--- config.mk ---
export PLATFORM = sky130hd
export DESIGN_NAME = stream_mux_rr_flat
export DESIGN_NICKNAME = d
export VERILOG_FILES = /design/src/rtl/stream_mux_rr_if.sv /design/src/rtl/stream_mux_rr.sv /design/src/flat_wrapper.sv
export SDC_FILE = /design/constraint.sdc
export NUM_CORES = 1
export LEC_CHECK = 0
export BUFFER_PORTS_ARGS = -buffer_cell sky130_fd_sc_hd__buf_4
export CORE_MARGIN = 4
export CORE_UTILIZATION = 45
export CTS_BUF_LIST = sky130_fd_sc_hd__clkbuf_4
export CTS_CLUSTER_SIZE = 28
export DETAILED_ROUTE_END_ITERATION = 10
export GPL_ROUTABILITY_DRIVEN = 1
export PLACE_DENSITY_LB_ADDON = 0.1
export SLEW_MARGIN = 20
export SYNTH_ARGS = -nofsm -noshare
export SYNTH_HDL_FRONTEND = slang
export SYNTH_SLANG_ARGS = --single-unit
--- constraint.sdc ---
create_clock -name clk -period 3.1 [get_ports clk]
set_input_delay 0.465 -clock clk [delete_from_list [all_inputs] [get_ports clk]]
set_output_delay 0.465 -clock clk [all_outputs]
set_load 0.005 [all_outputs]
--- src/rtl/stream_mux_rr_if.sv ---
// Stream bundle between NCH producer channels, the multiplexer and one consumer.
// master = the side that drives the producer channels and the consumer ready.
interface stream_mux_rr_if #(
  parameter int WIDTH = 4,
  parameter int NCH   = 4,
  parameter int SELW  = 2
);
  logic                  en;
  logic                  mode;
  logic [SELW-1:0]       sel;
  logic [NCH*WIDTH-1:0]  in_data;
  logic [NCH-1:0]        in_valid;
  logic [NCH-1:0]        in_ready;
  logic [WIDTH-1:0]      out_data;
  logic [SELW-1:0]       out_ch;
  logic                  out_valid;
  logic                  out_ready;

  modport master (
    output en,
    output mode,
    output sel,
    output in_data,
    output in_valid,
    input  in_ready,
    input  out_data,
    input  out_ch,
    input  out_valid,
    output out_ready
  );

  modport slave (
    input  en,
    input  mode,
    input  sel,
    input  in_data,
    input  in_valid,
    output in_ready,
    output out_data,
    output out_ch,
    output out_valid,
    input  out_ready
  );
endinterface

--- src/rtl/stream_mux_rr.sv ---
// NCH-channel stream multiplexer with fixed-select or round-robin grant and a
// single registered output stage; dbg_ptr exposes the round-robin pointer.
module stream_mux_rr #(
  parameter int WIDTH = 4,
  parameter int NCH   = 4,
  parameter int SELW  = 2
) (
  input  logic            clk,
  input  logic            rst,
  stream_mux_rr_if.slave  bus,
  output logic [SELW-1:0] dbg_ptr
);

  // Handshake: a beat moves on a channel exactly when valid and ready are both
  // high at a rising edge. in_ready is combinational, never depends on the
  // same channel's in_valid in mode 0, and at most one bit is high. out_valid
  // and out_data only change at an edge; out_data is 0 whenever out_valid=0.

  logic [SELW-1:0]   ptr_q;
  logic              out_valid_q;
  logic [WIDTH-1:0]  out_data_q;
  logic [SELW-1:0]   out_ch_q;

  logic              load_ok;
  logic              grant_vld;
  logic [SELW-1:0]   grant_idx;
  logic [NCH-1:0]    ready_int;
  logic              xfer;
  logic [WIDTH-1:0]  grant_data;
  logic [SELW-1:0]   ptr_next;

  logic [2*NCH-1:0]  valid_dbl;
  logic [NCH-1:0]    valid_rot;
  logic [SELW:0]     rr_sum;
  logic [SELW:0]     ptr_sum;

  assign load_ok = bus.en & (~out_valid_q | bus.out_ready);

  // Rotate the valid vector so bit 0 is the channel at ptr; the lowest set
  // bit of the rotated vector is then the round-robin winner.
  always_comb begin
    valid_dbl = {bus.in_valid, bus.in_valid} >> ptr_q;
    valid_rot = valid_dbl[NCH-1:0];
  end

  always_comb begin
    grant_vld = 1'b0;
    grant_idx = '0;
    rr_sum    = '0;
    if (!bus.mode) begin
      if ({1'b0, bus.sel} < (SELW+1)'(NCH)) begin
        grant_vld = 1'b1;
        grant_idx = bus.sel;
      end
    end else begin
      for (int i = NCH - 1; i >= 0; i--) begin
        if (valid_rot[i]) begin
          grant_vld = 1'b1;
          rr_sum    = {1'b0, ptr_q} + (SELW+1)'(i);
          if (rr_sum >= (SELW+1)'(NCH)) begin
            rr_sum = rr_sum - (SELW+1)'(NCH);
          end
          grant_idx = rr_sum[SELW-1:0];
        end
      end
    end
  end

  always_comb begin
    ready_int = '0;
    for (int k = 0; k < NCH; k++) begin
      ready_int[k] = ~rst & grant_vld & load_ok & (grant_idx == SELW'(k));
    end
  end

  assign xfer = |(ready_int & bus.in_valid);

  always_comb begin
    grant_data = '0;
    for (int k = 0; k < NCH; k++) begin
      if (grant_idx == SELW'(k)) begin
        grant_data = bus.in_data[k*WIDTH +: WIDTH];
      end
    end
  end

  always_comb begin
    ptr_sum = {1'b0, grant_idx} + (SELW+1)'(1);
    if (ptr_sum >= (SELW+1)'(NCH)) begin
      ptr_next = '0;
    end else begin
      ptr_next = ptr_sum[SELW-1:0];
    end
  end

  // A load takes priority over a drain so back-to-back beats leave no bubble.
  always_ff @(posedge clk) begin
    if (rst) begin
      out_valid_q <= 1'b0;
      out_data_q  <= '0;
      out_ch_q    <= '0;
      ptr_q       <= '0;
    end else if (xfer) begin
      out_valid_q <= 1'b1;
      out_data_q  <= grant_data;
      out_ch_q    <= grant_idx;
      if (bus.mode) begin
        ptr_q <= ptr_next;
      end
    end else if (out_valid_q && bus.out_ready) begin
      out_valid_q <= 1'b0;
      out_data_q  <= '0;
    end
  end

  assign bus.in_ready  = ready_int;
  assign bus.out_valid = out_valid_q;
  assign bus.out_data  = out_data_q;
  assign bus.out_ch    = out_ch_q;
  assign dbg_ptr       = ptr_q;

endmodule

--- src/flat_wrapper.sv ---
// flat-port wrapper written by rule: the top's interface ports become plain ports
module stream_mux_rr_flat 
#(
  parameter int WIDTH = 4,
  parameter int NCH   = 4,
  parameter int SELW  = 2
)
  (clk, rst, dbg_ptr, bus_en, bus_mode, bus_sel, bus_in_data, bus_in_valid, bus_in_ready, bus_out_data, bus_out_ch, bus_out_valid, bus_out_ready);
  stream_mux_rr_if #(.WIDTH(WIDTH), .NCH(NCH), .SELW(SELW)) bus_i ();
  input  logic clk;
  input  logic rst;
  output logic [SELW-1:0] dbg_ptr;
  input wire logic [$bits(bus_i.en)-1:0] bus_en;
  input wire logic [$bits(bus_i.mode)-1:0] bus_mode;
  input wire logic [$bits(bus_i.sel)-1:0] bus_sel;
  input wire logic [$bits(bus_i.in_data)-1:0] bus_in_data;
  input wire logic [$bits(bus_i.in_valid)-1:0] bus_in_valid;
  output wire logic [$bits(bus_i.in_ready)-1:0] bus_in_ready;
  output wire logic [$bits(bus_i.out_data)-1:0] bus_out_data;
  output wire logic [$bits(bus_i.out_ch)-1:0] bus_out_ch;
  output wire logic [$bits(bus_i.out_valid)-1:0] bus_out_valid;
  input wire logic [$bits(bus_i.out_ready)-1:0] bus_out_ready;
  assign bus_i.en = bus_en;
  assign bus_i.mode = bus_mode;
  assign bus_i.sel = bus_sel;
  assign bus_i.in_data = bus_in_data;
  assign bus_i.in_valid = bus_in_valid;
  assign bus_in_ready = bus_i.in_ready;
  assign bus_out_data = bus_i.out_data;
  assign bus_out_ch = bus_i.out_ch;
  assign bus_out_valid = bus_i.out_valid;
  assign bus_i.out_ready = bus_out_ready;
  stream_mux_rr #(.WIDTH(WIDTH), .NCH(NCH), .SELW(SELW)) u_core (.clk(clk), .rst(rst), .bus(bus_i), .dbg_ptr(dbg_ptr));
endmodule
==> results.ini <==
[worst_setup_path]
crit_chain = inv_1 -> o21ai_0 -> nand4b_1 -> o2bb2ai_1 -> inv_1 -> ha_1 -> and2_1 -> buf_4
crit_buf_inv = 3
arrival_ns = 2.25
worstSetupPathType = flop to output pin
worst_r2r_path_depth = 10
r2r-end = u_core.dbg_ptr[0]
required_ns = 2.63
slowest_stage = dfxtp_1
cpLargestDelayFamily = compound AO/OA/AOI/OAI gates
cp_max_fo = 10
reg2reg_from = u_core.dbg_ptr[1]
reg2reg_slack_ns = 0.46
slowest_delay_ns = 0.45
endpoint_kind = output pin
cp-start-kind = flop
crit_top_cell = inv_1

[finish]
diodes = 0
num-nets-final = 155
drive_gt1_frac = 0.407
instances_no_fill = 139
syn_to_final_growth_pct = 44.0

[grt]
grt_pass1_wl_um = 2790
grtUsageMet1 = 0.239
grtUsageTotal = 0.168
use_met2 = 0.256
grt-ovfl-total = 0
antenna_found_initial = 0
grt_util_met3 = 0.0226
busiest_layer = met2
grt_max_degree = 18
grt_pass1_vias = 660

[logic_synthesis]
syn_inst = 85
synth_top_area_share = 0.254
synth_nets = 116
synth_warnings = 0
seq_area_frac_synth = 0.254
synthArstFlopShare = 0
synth_edf_count = 0
avgSynthCellArea_um2 = 8.36
synth_most_common_cell = a21oi_1
synth.distinct_cells = 33
syn-cell-area_um2 = 711
ys.flop_type = dfxtp_1
synth_commonest_cells = a21oi_1, dfxtp_1, inv_1, nor2b_1
synthTopCellsByArea = dfxtp_1, a21oi_1, a211oi_2
synth.ff_latch_count = 9
synth_area_leader_cell = dfxtp_1

[detailed_routing]
via_count = 775
drt_iter0_drc = 4
drt-total-wl_um = 1910
route.detailed.drc = 0
ant_nets = 0
vias_per_cell = 5.58
drt_first_pass_iters = 4
wl_per_cell_um = 13.7

[min_path]
worstHoldPathCells = 2
min_path_type = input port to flop
min_to = u_core.dbg_ptr[1]
holdCritStartpoint = rst

[die]
rows = 14
io_pins = 40
start_util = 0.472
core_mm2 = 0.00151
dieArea_mm2 = 0.00228
die_y_um = 47.7
die-width_um = 47.7

[clocking]
hold_buffers = 0
cts_root_buf = clkbuf_4
cts.sinks = 9
post-cts-setup-buffer-count = 0
cts_tree = yes
clockBufferDepth = 2
ctsResizeCount = 0
clk_pin_slew_ns = 0.06
cts_max_level = 1
clock_latency_ns = 0.25
numCtsBuffers = 3

[pwr]
p_comb_frac = 0.362
finalPower_uw = 351
clockPowerShare = 0.272
power.switching_uw = 103
pwr-share-seq = 0.366
switching_share = 0.295
ir_worst_vdd_mv = 0.276
powerDensity_mw_per_mm2 = 343
p_int_uw = 247
p_leak_uw = 0.000447

[sta]
finClkSkew_ns = 0.00338
min_period_ns = 2.72
finalMaxSlewViolations = 0
fin_tns_setup_ns = 0
fmax_mhz = 368
rsz0062_at_grt = no
hold_viol_final = 0
finalHoldWorstSlack_ns = 0.443
slew-limit-headroom = 0.694
post-route-period-util = 0.877
setup_viol = 0
tightest_slew_ns = 0.458
layout_setup_ws_ns = 0.380

[placed_design]
port_buffers = 39
placedCellCount = 135
dp_hpwl_um = 1550
place.gp.congestion = 0.764
post-place-ws_ns = 0.351

[job]
cap_violations = 0

[status]
status = finished clean

flip-flops by register name, summed over array words and instances, names as in the netlist:
register,flops
u_core.dbg_ptr,2
u_core.bus.out_ch,2
u_core.bus.out_data,4
u_core.bus.out_valid,1
layout by cell type (no fill, tap or decap), types with 2 or more instances in the layout:
master / Yosys / layout
dfxtp_1: 9 / 9
a211oi_2: 4 / 4
nand3_1: 2 / 2
ha_1: 4 / 4
clkbuf_4: 0 / 4
buf_4: 1 / 39
nor3_1: 4 / 4
nand2b_1: 2 / 2
nor2b_1: 5 / 5
and2_1: 4 / 4
inv_1: 7 / 7
a21oi_1: 14 / 14
mux2i_1: 2 / 2
o21ai_1: 2 / 2
a22oi_1: 2 / 2
a221oi_1: 4 / 4
area by class of cell:
cell class | instances | area, um2
clock buffers | 4 | 30.0
multi-input cells | 64 | 474
flip-flops and latches | 9 | 180
repair buffers | 39 | 293
inverters | 7 | 26.3
well taps | 16 | 20.0
fillers | 141 | 483
how the worst max path moves through the flow:
stage / depth (start not counted) / start / endpoint / slack, ns
2_1_floorplan: 12 / bus_in_valid[1] / u_core.dbg_ptr[1] / 0.80
3_3_place_gp: 11 / bus_in_valid[0] / u_core.dbg_ptr[0] / 0.47
3_5_place_dp: 11 / bus_in_valid[0] / u_core.dbg_ptr[0] / 0.35
4_1_cts: 8 / u_core.dbg_ptr[1] / bus_in_ready[3] / 0.41
5_1_grt: 9 / u_core.dbg_ptr[1] / u_core.dbg_ptr[0] / 0.14
6_report: 8 / u_core.dbg_ptr[1] / bus_in_ready[3] / 0.38
power by group through the flow:
stage / registers [uW] / clock network [uW] / logic (uW)
floorplan: 131 / 0 / 73.5
global placement: 131 / 0 / 125
detailed placement: 131 / 0 / 128
CTS: 128 / 100 / 128
global route: 129 / 106 / 141
finish: 128 / 95.4 / 127
cell families after synthesis:
kind of cell               count (synthesis)  share of synthesized area
DFF                                        9                      0.254
buffers and inverters                     12                     0.0792
adders and majority gates                  4                     0.0704
AOI/OAI and AO/OA                         37                      0.393
and+or+nand+nor                           21                      0.176
muxes                                      2                     0.0282
layer usage:
metal  wire length (um)  part of all wire  vias to the layer above
met2                854              0.45                       25
met1                876              0.46                      352
met4                 12            0.0063                        0
li1                   -                 -                      396
met3                162             0.085                        2
met5                  0                 0                        -
per-stage QoR:
step,utilization,instance area [um2]
floorplan,-,711
global placement,0.659,993
CTS,0.679,1020
detailed placement,0.659,993
finish,0.679,1020
global route,0.679,1020
No activity file was read; power rests on OpenSTA's default activity.
